[config.mk]
export PLATFORM = sky130hd
export DESIGN_NAME = fifo_rr_drain_arbiter_flat
export DESIGN_NICKNAME = d
export VERILOG_FILES = /design/src/rtl/fifo_arb_pkg.sv /design/src/rtl/fifo_rr_drain_arbiter_if.sv /design/src/rtl/fifo_rr_drain_arbiter_rr_arbiter.sv /design/src/rtl/fifo_rr_drain_arbiter.sv /design/src/flat_wrapper.sv
export SDC_FILE = /design/constraint.sdc
export NUM_CORES = 1
export LEC_CHECK = 0
export CORE_UTILIZATION = 35
export DETAILED_ROUTE_END_ITERATION = 8
export GPL_TIMING_DRIVEN = 0
export PLACE_DENSITY = 0.77
export SKIP_CTS_REPAIR_TIMING = 1
export SYNTH_ARGS = -nofsm -noshare
export SYNTH_HDL_FRONTEND = slang
export SYNTH_SLANG_ARGS = --single-unit
export TNS_END_PERCENT = 100
[constraint.sdc]
create_clock -name clk -period 2.1 [get_ports clk]
set_clock_uncertainty 0.05 [all_clocks]
set_input_delay 0.21 -clock clk [delete_from_list [all_inputs] [get_ports clk]]
set_output_delay 0.21 -clock clk [all_outputs]
set_load 0.02 [all_outputs]
[src/rtl/fifo_arb_pkg.sv]
// Shared types and helpers for the round-robin FIFO drain arbiter.
// State encoding, index width and wrap-around pointer arithmetic.
package fifo_arb_pkg;

  typedef enum logic [1:0] {
    IDLE,
    RD,
    CAP,
    OUT
  } state_t;

  localparam int unsigned STAT_W = 32;

  function automatic int unsigned idx_w(
    input int unsigned n
  );
    return (n < 2) ? 1 : $clog2(n);
  endfunction

  function automatic int unsigned rr_next(
    input int unsigned idx,
    input int unsigned n
  );
    return (idx + 1 >= n) ? 0 : idx + 1;
  endfunction

endpackage

[src/rtl/fifo_rr_drain_arbiter_if.sv]
// Output stream bundle of the drain arbiter.
// Master drives data/valid/id/last, slave returns ready.
interface fifo_rr_drain_arbiter_if
  import fifo_arb_pkg::*;
#(
  parameter int DATA_WIDTH = 32,
  parameter int N_SRC      = 4
) ();

  localparam int IW = idx_w(N_SRC);

  logic [DATA_WIDTH-1:0] m_tdata;
  logic                  m_tvalid;
  logic                  m_tready;
  logic [IW-1:0]         m_tid;
  logic                  m_tlast;

  modport master (
    output m_tdata,
    output m_tvalid,
    output m_tid,
    output m_tlast,
    input  m_tready
  );

  modport slave (
    input  m_tdata,
    input  m_tvalid,
    input  m_tid,
    input  m_tlast,
    output m_tready
  );

endinterface

[src/rtl/fifo_rr_drain_arbiter_rr_arbiter.sv]
// Combinational round-robin pick: first set req bit
// searching ptr+1, ptr+2, ... with wrap modulo N_SRC.
module rr_arbiter
  import fifo_arb_pkg::*;
#(
  parameter  int N_SRC = 4,
  localparam int IW    = idx_w(N_SRC)
) (
  input  logic [N_SRC-1:0] req,
  input  logic [IW-1:0]    ptr,
  output logic [IW-1:0]    gnt_idx,
  output logic             any_req
);

  int unsigned idx;
  logic        found;

  // walk the ring once starting after the last winner
  always_comb begin
    idx     = int'(ptr);
    found   = 1'b0;
    gnt_idx = '0;
    any_req = |req;
    for (int i = 0; i < N_SRC; i++) begin
      idx = rr_next(idx, N_SRC);
      if (!found && req[idx]) begin
        gnt_idx = IW'(idx);
        found   = 1'b1;
      end
    end
  end

endmodule

[src/rtl/fifo_rr_drain_arbiter.sv]
// Round-robin drain of N_SRC read FIFOs onto one stream.
// Optional per-source word counters: FIFO_ARB_STATS_EN.
module fifo_rr_drain_arbiter
  import fifo_arb_pkg::*;
#(
  parameter int DATA_WIDTH = 32,
  parameter int N_SRC      = 4,
  parameter int MAX_BURST  = 8
) (
  input  logic                        clk,
  input  logic                        nrst,
  input  logic [N_SRC*DATA_WIDTH-1:0] src_rdata,
  input  logic [N_SRC-1:0]            src_empty,
  output logic [N_SRC-1:0]            src_rena,
`ifdef FIFO_ARB_STATS_EN
  output logic [N_SRC*STAT_W-1:0]     stat_words,
  input  logic                        stat_clr,
`endif
  fifo_rr_drain_arbiter_if.master     m
);

  localparam int IW = idx_w(N_SRC);
  localparam int BW = $clog2(MAX_BURST) + 1;
  localparam logic [BW-1:0] LAST_CNT =
    BW'(MAX_BURST - 1);

  state_t                state_q, state_d;
  logic [IW-1:0]         grant_q, grant_d;
  logic [IW-1:0]         rr_q, rr_d;
  logic [BW-1:0]         cnt_q, cnt_d;
  logic [DATA_WIDTH-1:0] tdata_q, tdata_d;
  logic [IW-1:0]         tid_q, tid_d;
  logic                  tvalid_q, tvalid_d;
  logic                  tlast_q, tlast_d;
  logic [N_SRC-1:0]      req;
  logic [IW-1:0]         arb_idx;
  logic                  any_req;
  logic                  hs;

  assign req = ~src_empty;
  assign hs  = tvalid_q & m.m_tready;

  rr_arbiter #(
    .N_SRC (N_SRC)
  ) u_arb (
    .req     (req),
    .ptr     (rr_q),
    .gnt_idx (arb_idx),
    .any_req (any_req)
  );

  // next-state and datapath for grant/read/capture/offer
  always_comb begin
    state_d  = state_q;
    grant_d  = grant_q;
    rr_d     = rr_q;
    cnt_d    = cnt_q;
    tdata_d  = tdata_q;
    tid_d    = tid_q;
    tvalid_d = tvalid_q;
    tlast_d  = tlast_q;
    src_rena = '0;
    unique case (state_q)
      IDLE: begin
        if (any_req) begin
          grant_d = arb_idx;
          cnt_d   = '0;
          state_d = RD;
        end
      end
      RD: begin
        src_rena[grant_q] = 1'b1;
        state_d           = CAP;
      end
      CAP: begin
        tdata_d  = src_rdata[int'(grant_q)*DATA_WIDTH
                             +: DATA_WIDTH];
        tid_d    = grant_q;
        tvalid_d = 1'b1;
        tlast_d  = (cnt_q == LAST_CNT) |
                   src_empty[grant_q];
        cnt_d    = cnt_q + BW'(1);
        state_d  = OUT;
      end
      OUT: begin
        if (hs) begin
          tvalid_d = 1'b0;
          if (tlast_q) begin
            rr_d    = grant_q;
            state_d = IDLE;
          end else begin
            state_d = RD;
          end
        end
      end
      default: state_d = IDLE;
    endcase
  end

  // state and output registers, synchronous reset
  always_ff @(posedge clk) begin
    if (nrst) begin
      state_q  <= IDLE;
      grant_q  <= '0;
      rr_q     <= IW'(N_SRC - 1);
      cnt_q    <= '0;
      tdata_q  <= '0;
      tid_q    <= '0;
      tvalid_q <= 1'b0;
      tlast_q  <= 1'b0;
    end else begin
      state_q  <= state_d;
      grant_q  <= grant_d;
      rr_q     <= rr_d;
      cnt_q    <= cnt_d;
      tdata_q  <= tdata_d;
      tid_q    <= tid_d;
      tvalid_q <= tvalid_d;
      tlast_q  <= tlast_d;
    end
  end

  assign m.m_tdata  = tdata_q;
  assign m.m_tvalid = tvalid_q;
  assign m.m_tid    = tid_q;
  assign m.m_tlast  = tlast_q;

`ifdef FIFO_ARB_STATS_EN
  logic [N_SRC-1:0][STAT_W-1:0] stat_q;

  // per-source transfer counters, clear beats increment
  always_ff @(posedge clk) begin
    if (nrst || stat_clr) begin
      stat_q <= '0;
    end else if (hs) begin
      stat_q[tid_q] <= stat_q[tid_q] + STAT_W'(1);
    end
  end

  assign stat_words = stat_q;
`endif

endmodule

[src/flat_wrapper.sv]
// flat-port wrapper written by rule: the top's interface ports become plain ports
module fifo_rr_drain_arbiter_flat import fifo_arb_pkg::*;
#(
  parameter int DATA_WIDTH = 32,
  parameter int N_SRC      = 4,
  parameter int MAX_BURST  = 8
)
  (clk, nrst, src_rdata, src_empty, src_rena, m_m_tdata, m_m_tvalid, m_m_tid, m_m_tlast, m_m_tready);
  fifo_rr_drain_arbiter_if #(.DATA_WIDTH(DATA_WIDTH), .N_SRC(N_SRC)) m_i ();
  input  logic clk;
  input  logic nrst;
  input  logic [N_SRC*DATA_WIDTH-1:0] src_rdata;
  input  logic [N_SRC-1:0] src_empty;
  output logic [N_SRC-1:0] src_rena;
  output wire logic [$bits(m_i.m_tdata)-1:0] m_m_tdata;
  output wire logic [$bits(m_i.m_tvalid)-1:0] m_m_tvalid;
  output wire logic [$bits(m_i.m_tid)-1:0] m_m_tid;
  output wire logic [$bits(m_i.m_tlast)-1:0] m_m_tlast;
  input wire logic [$bits(m_i.m_tready)-1:0] m_m_tready;
  assign m_m_tdata = m_i.m_tdata;
  assign m_m_tvalid = m_i.m_tvalid;
  assign m_m_tid = m_i.m_tid;
  assign m_m_tlast = m_i.m_tlast;
  assign m_i.m_tready = m_m_tready;
  fifo_rr_drain_arbiter #(.DATA_WIDTH(DATA_WIDTH), .N_SRC(N_SRC), .MAX_BURST(MAX_BURST)) u_core (.clk(clk), .nrst(nrst), .src_rdata(src_rdata), .src_empty(src_empty), .src_rena(src_rena), .m(m_i));
endmodule
# Word level (Yosys, flattened, before mapping)

Cells that the tools add are included.

Register bits after elaboration: 46
Bits in latches: 0
Bits in writable memories: 0
Bits in read-only memories: 0
Bits of input ports: 135
Output and inout bits: 40
Logic and storage cells: 81
Memories kept: 0

Add/subtract/negate cells: 5
Multipliers: 0
Div/mod/pow operators: 0
Magnitude comparators: 10
Eq/ne operators: 6
Shifts and indexed selects: 1
Multiplexer cells: 32
Bitwise gates (word level): 3
Reduce and logical (&&, ||, !) cells: 16

Operators with widths:

| operator                                                           | count |
|---|---|
| greater-or-equal comparator 32 x 3 -> 1 bit, second input constant | 4 |
| variable part select 128 x 8 -> 32 bit                             | 1 |
| two-way mux 2 bit                                                  | 6 |
| two-way mux 4 bit                                                  | 3 |
| two-way mux 1 bit                                                  | 11 |
| binary-select mux 1 bit (select 2 bit)                             | 5 |
| one-hot mux 2 bit (4 select lines)                                 | 1 |
| one-hot mux 4 bit (2 select lines)                                 | 1 |
| AND reduction 2 bit                                                | 4 |
| adder 5 x 1 -> 6 bit, second input constant                        | 1 |
| < comparator 6 x 3 -> 1 bit, second input constant                 | 1 |
| two-way mux 6 bit                                                  | 1 |
| adder 4 x 1 -> 5 bit, second input constant                        | 1 |
| < comparator 5 x 3 -> 1 bit, second input constant                 | 1 |
| two-way mux 5 bit                                                  | 1 |
| adder 3 x 1 -> 4 bit, second input constant                        | 1 |
| adder 4 x 1 -> 4 bit, second input constant                        | 1 |
| == test 2 bit, second input constant                               | 2 |
| == test 4 x 3 -> 1 bit, second input constant                      | 1 |
| logical AND 1 bit                                                  | 4 |
| < comparator 4 x 3 -> 1 bit, second input constant                 | 1 |
| != test 2 x 1 -> 1 bit, second input constant                      | 2 |
| NOT 4 bit                                                          | 1 |
| nonzero test 2 bit                                                 | 2 |
| other kinds (14)                                                   | 16 |

# Depth between registers and ports, before layout

Gate-level depths: netlist of run 1.

Depth in word-level cells: 16
Gate-level depth with buffers: 9

# Cells and area by module

Synthesis of run 1 repeated with hierarchy kept, for this count alone.

Cell total of the unflattened synthesis: 272
Area, all modules: 3,017.9 µm²

Modules (own cells, without submodules):

| module                | times used | cells an instance | area each (µm²) |
|---|---|---|---|
| fifo_rr_drain_arbiter | 1          | 229               | 2,653.8 |
| rr_arbiter            | 1          | 43                | 364.1 |

# Worst setup path before layout of run 1

OpenSTA, ideal clock, no wires.

Path kind: register to register
Start point: reg u_core.rr_q[0]
End point: reg u_core.grant_q[0]
Library setup time: 0.088 ns
Arrival: 1.854 ns
Data required time: 1.962 ns
Path slack: 0.108 ns
Stages on the path, launching flop included: 10
Path buffers: 3
Period minus slack after synthesis: 1.992 ns
Cells stage by stage: dfxtp_1 buf_6 buf_6 inv_1 ha_1 buf_2 mux2i_1 nand2_1 o311a_1 a311oi_2

Cells in the longest elaborated chain, start to end: 16

Ends and longest elaborated chain:

| what                                                                             | line                                                       | source |
|---|---|---|
| start: declaration                                                               | fifo_rr_drain_arbiter.sv:29                                | `logic [IW-1:0] rr_q, rr_d;` |
| start signal: assignment                                                         | fifo_rr_drain_arbiter.sv:105                               | `rr_q <= IW'(N_SRC - 1);` |
| start signal: assignment                                                         | fifo_rr_drain_arbiter.sv:114                               | `rr_q <= rr_d;` |
| adder 2 x 1 -> 3 bit (*)                                                         | fifo_arb_pkg.sv:24                                         | `return (idx + 1 >= n) ? 0 : idx + 1;` |
| greater-or-equal comparator 32 x 3 -> 1 bit                                      | fifo_arb_pkg.sv:24                                         |  |
| two-way mux 3 bit (*)                                                            | fifo_arb_pkg.sv:24                                         |  |
| adder 3 x 1 -> 4 bit                                                             | fifo_arb_pkg.sv:24                                         |  |
| greater-or-equal comparator 32 x 3 -> 1 bit                                      | fifo_arb_pkg.sv:24                                         |  |
| two-way mux 4 bit                                                                | fifo_arb_pkg.sv:24                                         |  |
| adder 4 x 1 -> 5 bit or binary-select mux 1 bit (select 2 bit) (tied branches)   | fifo_arb_pkg.sv:24, fifo_rr_drain_arbiter_rr_arbiter.sv:26 |  |
| greater-or-equal comparator 32 x 3 -> 1 bit or two-way mux 1 bit (tied branches) | fifo_arb_pkg.sv:24, fifo_rr_drain_arbiter_rr_arbiter.sv:26 |  |
| two-way mux 5 bit or logical AND 1 bit (tied branches)                           | fifo_arb_pkg.sv:24, fifo_rr_drain_arbiter_rr_arbiter.sv:26 |  |
| adder 5 x 1 -> 6 bit (tied with other cells)                                     | fifo_arb_pkg.sv:24                                         |  |
| greater-or-equal comparator 32 x 3 -> 1 bit (tied with other cells)              | fifo_arb_pkg.sv:24                                         |  |
| two-way mux 6 bit or logical AND 1 bit (tied branches)                           | fifo_arb_pkg.sv:24, fifo_rr_drain_arbiter_rr_arbiter.sv:26 |  |
| binary-select mux 1 bit (select 2 bit) or two-way mux 1 bit (tied branches)      | fifo_rr_drain_arbiter_rr_arbiter.sv:26                     | `if (!found && req[idx]) begin` |
| two-way mux 1 bit (not written as such) or zero test 1 bit (tied branches)       | fifo_rr_drain_arbiter_rr_arbiter.sv:26                     |  |
| logical AND 1 bit                                                                | fifo_rr_drain_arbiter_rr_arbiter.sv:26                     |  |
| two-way mux 2 bit (*)                                                            | fifo_rr_drain_arbiter_rr_arbiter.sv:26                     |  |
| end signal: assignment                                                           | fifo_rr_drain_arbiter.sv:113                               | `grant_q <= grant_d;` |
| end: declaration                                                                 | fifo_rr_drain_arbiter.sv:28                                | `logic [IW-1:0] grant_q, grant_d;` |

Every way passes the cells marked *; elsewhere a longest branch is shown, timed or not. The select of a mux whose other input is x is not followed.
A chain may end at the register's enable or synchronous reset.

# Worst setup path after layout of run 1

Same ends and word-level chain as after synthesis.

==> impl_metrics.ini, run 1 <==
[timing]
fin_ws_ps = 29.8
fmax_ghz = 0.483
hold_viol_final = 0
setup_viol = 0
drv_slew = 0
worst_pin_slew_ps = 551
post-route-min-period_ps = 2070
timing.final.crit_share_pct = 98.6
finalSetupTns_ps = 0
relSlewSlack_pct = 63.2
rsz0062_at_grt = true

[route]
drc = 0
firstDrtPassIters = 4
drt_iter0_drc = 88
via_per_inst = 5.19
num_vias = 2984
drt-total-wl_um = 9380
routedWlPerCell_um = 16.3
antenna_left = 0

[pwr]
leakagePower_nw = 1.98
p_per_area_mw_per_mm2 = 881
peakVddDrop_mv = 0.574

[logic_synthesis]
synth_area_per_cell_um2 = 10.9
synth_async_sr_flop_share_pct = 0
ys.flop_type = dfxtp_1
synth-seq-area-share_pct = 29.7
synthCells = 283
ys_ff_latch = 46
yosysWarningCount = 0
synth_fp_nets = 429
yosys.cell_types.count = 48
syn_area_mm2 = 0.00310
synth_edf_count = 0

[clock_network]
cts_tree = yes
numClockSinks = 46
cts_buffers = 5
cts_buffer_depth = 2
htree_levels = 2
clkTransAtPathRegs_ps = 80
clk_latency_ps = 290
root_buffer = clkbuf_8

[layout]
nets = 616
diodes = 0
syn_to_final_growth_pct = 68.0
drive_gt1_share_pct = 15.5

[global_routing]
grt_antenna_before_repair = 0
grt_pass1_wl_um = 13600
grt_pass1_vias = 2875
grt_max_degree = 14
grt_usage_pct = 19.3
grt.overflow.total = 0

[die]
die_area_mm2 = 0.00922
fp.dieW_um = 96.0
start_util_pct = 36.9
rows = 33
die_height_um = 96.0
ios = 175
core_area_mm2 = 0.00838

[setup_path]
critPathKind = flip-flop to flip-flop
cp_max_fo = 8
required_ps = 2260
worstSetupStartpointType = flip-flop
cp-end-kind = flip-flop
cp.arrival_ps = 2230

[place]
place_worst_setup_slack_ps = -91.3
gp_congestion = 0.814
dp_hpwl_um = 7430
io_buffers = 172

[flow_run]
max_cap_violations = 0

[run_status]
outcome = completed

[hold_path]
hold_class = input port to flip-flop
==> cell usage in the layout (no fill, tap or decap), drive strengths merged, types with 3 or more instances in the layout <==
master         Yosys  layout
o21ai              6       6
mux4              33      33
and3               3       3
mux2i             37      37
a21oi              4       4
buf               19      27
a22oi              3       3
inv               13      12
o211ai             3       3
dfxtp             46      46
nor2              49      49
ha                11      11
a211o              3       3
nor2b              4       4
clkdlybuf4s50      0     168
a211oi             3       3
dlymetal6s2s       0       4
nand2             10      10
clkbuf             4      10
==> final cells by class <==
cell class | count | area, um2
Buffer | 23 | 186
Sequential cell | 46 | 922
Inverter | 13 | 52.6
Fill cell | 706 | 3180
Clock buffer | 6 | 82.6
Tap cell | 105 | 131
Multi-Input combinational cell | 201 | 2000
Clock inverter | 1 | 30.0
Timing Repair Buffer | 180 | 1790
==> where the power goes <==
part	total [mW]	switching, mW	internal, mW
registers	1.20	0.126	1.07
clock network	0.667	0.286	0.381
logic	2.71	1.24	1.48
==> kinds of logic (layout without fill, tap and decap cells) <==
family,after synthesis,count (layout),synth area share (%)
adders and majority gates,11,11,4.45
muxes,72,72,37.4
AOI/OAI and AO/OA,37,37,9.50
and+or+nand+nor,81,81,12.0
DFF,46,46,29.7
buffers and inverters,36,223,6.87
==> metrics by stage <==
| stage | power (mW) | hold slack [ps] | cells | utilization [%] | instance area, um2 |
|---|---|---|---|---|---|
| after floorplan | 2.99 | 356 | 283 | - | 3100 |
| after global placement | 3.87 | 422 | 560 | 59.0 | 4950 |
| after detailed placement | 3.93 | 430 | 560 | 59.0 | 4950 |
| after CTS | 4.62 | 384 | 567 | 60.4 | 5060 |
| after global routing | 4.86 | 412 | 575 | 62.1 | 5200 |
| final | 4.58 | 385 | 575 | 62.1 | 5200 |
==> flip-flops by register name, indices dropped and copies added, names as in the netlist <==
signal	count
u_core.m.m_tdata	32
u_core.state_q	2
u_core.grant_q	2
u_core.cnt_q	4
u_core.m.m_tlast	1
u_core.rr_q	2
u_core.m.m_tvalid	1
u_core.m.m_tid	2
==> cells in the mapped netlist, types with 5 or more instances <==
cell type	n	area (um2)
mux2i_1	37	370
buf_2	12	60.1
mux4_1	5	131
dfxtp_1	46	921
mux4_2	28	631
inv_1	13	48.8
nor2_1	49	184
ha_1	11	138
o21ai_0	6	30.0
nand2_1	10	37.5
==> layer usage <==
metal  vias up  routed length (um)  GRT usage (%)
met1      1413                3640           22.7
met4         0                  96           4.85
met3        10                 926           3.87
li1       1429                   -              -
met2       132                4720           35.4
met5         -                   0              0
==> worst max-delay path, cell delays in order, from the launching register on <==
cell and delay [ps]:
dfxtp_2 360, buf_6 110, buf_8 110, clkinvlp_4 140, ha_4 300, buf_6 120
mux2i_1 180, nand2_1 70, o311a_1 370, a311oi_2 180
==> path summary, 6_finish.rpt <==
| kind | startpoint | to | slack (ps) | cells past startpoint |
|---|---|---|---|---|
| setup / recovery | u_core.rr_q[0] | u_core.grant_q[0] | 30 | 9 |
| hold reg to reg | u_core.cnt_q[3] | u_core.cnt_q[3] | 440 | 2 |
| setup reg to reg | u_core.rr_q[0] | u_core.grant_q[0] | 30 | 9 |
| hold / removal | nrst | u_core.m.m_tlast | 380 | 2 |
(Power assumes the default switching activity.)
==> run 2: changes to the inputs <==
--- a/config.mk
+++ b/config.mk
@@ -7,6 +7,7 @@
 export LEC_CHECK = 0
 export CORE_UTILIZATION = 35
 export DETAILED_ROUTE_END_ITERATION = 8
+export GPL_ROUTABILITY_DRIVEN = 1
 export GPL_TIMING_DRIVEN = 0
 export PLACE_DENSITY = 0.77
 export SKIP_CTS_REPAIR_TIMING = 1
==> constraint.sdc (replaced) <==
create_clock -name clk -period 1.86 [get_ports clk]
set_clock_uncertainty 0.05 [all_clocks]
set_input_delay 0.186 -clock clk [delete_from_list [all_inputs] [get_ports clk]]
set_output_delay 0.186 -clock clk [all_outputs]
set_load 0.02 [all_outputs]
==> run 2 against run 1 <==
Final cell count increased by 0.35%. Highest routed layer unchanged. Total power increased by 9.7%. Wire length increased by 1.2%. Setup slack got worse by 16 ps. Fmax increased by 12%. Die area unchanged. First-iteration DRC count decreased by 28%. Largest cell class unchanged. Clock-buffer cell count decreased by 1. Global-route usage decreased by 0.20 points. Combinational power increased by 13%. Sequential share of layout area increased by 0.060 points. Cell area decreased by 0.34%.
==> impl_metrics.ini, run 2 (same netlist as run 1, synthesis figures left out) <==
[route]
drc = 0
routedWlPerCell_um = 16.5
drt_iter0_drc = 63
via_per_inst = 5.19
drt-total-wl_um = 9500
num_vias = 2994
antenna_left = 0
firstDrtPassIters = 4

[setup_path]
cp_max_fo = 6
path_cells = buf_6 -> buf_8 -> inv_8 -> ha_4 -> mux2i_1 -> nand2_1 -> o311a_1 -> a311oi_2
cp-end-kind = flip-flop
critPathKind = flip-flop to flip-flop
cp_slowest_cell = o311a_1
crit_path_max_incr_delay_ps = 360
rr_endpoint = u_core.grant_q[0]
r2r_cells = 8
worstSetupStartpointType = flip-flop
cp.arrival_ps = 2010
required_ps = 2020
r2r_start = u_core.rr_q[0]
r2r_setup_slack_ps = 10

[global_routing]
grt_pass1_wl_um = 13600
grt_antenna_before_repair = 0
grt_usage_pct = 19.1
grt_pass1_vias = 2884
grt_max_degree = 16
grt.overflow.total = 0

[place]
dp_hpwl_um = 7370
gp_congestion = 0.870
postPlaceCellArea_mm2 = 0.00498
io_buffers = 172

[pwr]
leakagePower_nw = 1.96
clkPwrFrac_pct = 12.4
seqPwrFrac_pct = 26.7
combPwrFrac_pct = 60.8
p_sw_share_pct = 37.3
p_int_mw = 3.15
peakVddDrop_mv = 0.590
netSwitchingPower_mw = 1.88
p_per_area_mw_per_mm2 = 970

[clock_network]
numClockSinks = 46
cts_buffers = 5
cts_tree = yes
htree_levels = 2
clkTransAtPathRegs_ps = 100
root_buffer = clkbuf_8
cts_buffer_depth = 2
clk_latency_ps = 300

[die]
rows = 33
ios = 175
die_area_mm2 = 0.00922
die_height_um = 96.0
start_util_pct = 36.9
fp.dieW_um = 96.0
core_area_mm2 = 0.00838

[hold_path]
hold_class = input port to flip-flop
hold_path_startpoint = nrst
hold_end = u_core.m.m_tlast
hold_depth = 2

[run_status]
outcome = completed

[flow_run]
max_cap_violations = 0

[timing]
setup_viol = 0
worst_pin_slew_ps = 541
post-route-min-period_ps = 1850
finalSetupTns_ps = 0
fmax_ghz = 0.542
relSlewSlack_pct = 63.9
rsz0062_at_grt = true
hold_viol_final = 0
drv_slew = 0
timing.final.crit_share_pct = 99.3

[layout]
largest_reg_flops = 32
final_cell_mix = 168 x clkdlybuf4s50_1, 49 x nor2_1, 45 x dfxtp_1
final_common_cell = clkdlybuf4s50_1
nets = 617
diodes = 0
postLayoutCellArea_mm2 = 0.00518
utilization_pct = 61.8
syn_to_final_growth_pct = 67.5
drive_gt1_share_pct = 16.1
==> run 2: cell count changes in the layout (fill, tap and decap cells not counted), sizes merged <==
| cell | before | now |
|---|---|---|
| clkinv | 0 | 2 |
| bufinv | 1 | 0 |
| inv | 12 | 13 |
| clkbuf | 10 | 13 |
| buf | 27 | 24 |
==> run 2: power by group through the flow <==
stage | clock [mW] | sequential, mW | combinational (mW)
after floorplan | 0 | 1.57 | 1.80
after global placement | 0 | 1.36 | 3.02
after detailed placement | 0 | 1.36 | 3.05
after CTS | 0.655 | 1.35 | 3.07
after global routing | 0.707 | 1.38 | 3.28
final | 0.625 | 1.34 | 3.06
==> run 2: cell type report <==
cell class | count | area, um2
Clock inverter | 3 | 21.3
Clock buffer | 5 | 68.8
Multi-Input combinational cell | 201 | 2000
Inverter | 13 | 56.3
Fill cell | 705 | 3200
Timing Repair Buffer | 182 | 1800
Tap cell | 105 | 131
Buffer | 22 | 179
Sequential cell | 46 | 922
==> run 2: routing by layer <==
metal | vias to the layer above | wire length (um) | global-route usage, %
met5 | - | 0 | 0
li1 | 1435 | - | -
met2 | 140 | 4830 | 34.6
met3 | 7 | 949 | 5.06
met4 | 0 | 42 | 2.74
met1 | 1412 | 3680 | 22.9
==> run 2: how the worst max path moves through the flow <==
stage | from | to | slack (ps) | cells after the start
6_report | u_core.rr_q[0] | u_core.grant_q[0] | 10 | 8
5_1_grt | u_core.rr_q[0] | u_core.grant_q[0] | -100 | 7
4_1_cts | u_core.grant_q[1] | src_rena[3] | -510 | 5
3_5_place_dp | u_core.grant_q[1] | src_rena[3] | -150 | 5
3_3_place_gp | u_core.grant_q[1] | src_rena[3] | -140 | 5
2_1_floorplan | u_core.rr_q[0] | u_core.grant_q[0] | 8 | 9
==> run 2: worst max-delay path: cells and delay by family, from the launching register on <==
| kind | cells | cell delay, ps |
|---|---|---|
| multiplexers | 1 | 180 |
| AND/OR/NAND/NOR | 1 | 60 |
| flip-flops | 1 | 350 |
| adder cells (fa/ha/maj) | 1 | 290 |
| AO/OA/AOI/OAI | 2 | 570 |
| buffers and inverters | 3 | 260 |
==> run 2: metrics by stage <==
| step | hold WS [ps] | std cells | power (mW) | setup slack [ps] |
|---|---|---|---|---|
| after floorplan | 332 | 283 | 3.37 | 8.49 |
| after global placement | 423 | 560 | 4.37 | -141 |
| after detailed placement | 429 | 560 | 4.42 | -151 |
| after CTS | 343 | 568 | 5.07 | -510 |
| after global routing | 366 | 577 | 5.37 | -104 |
| final | 358 | 577 | 5.03 | 13.7 |
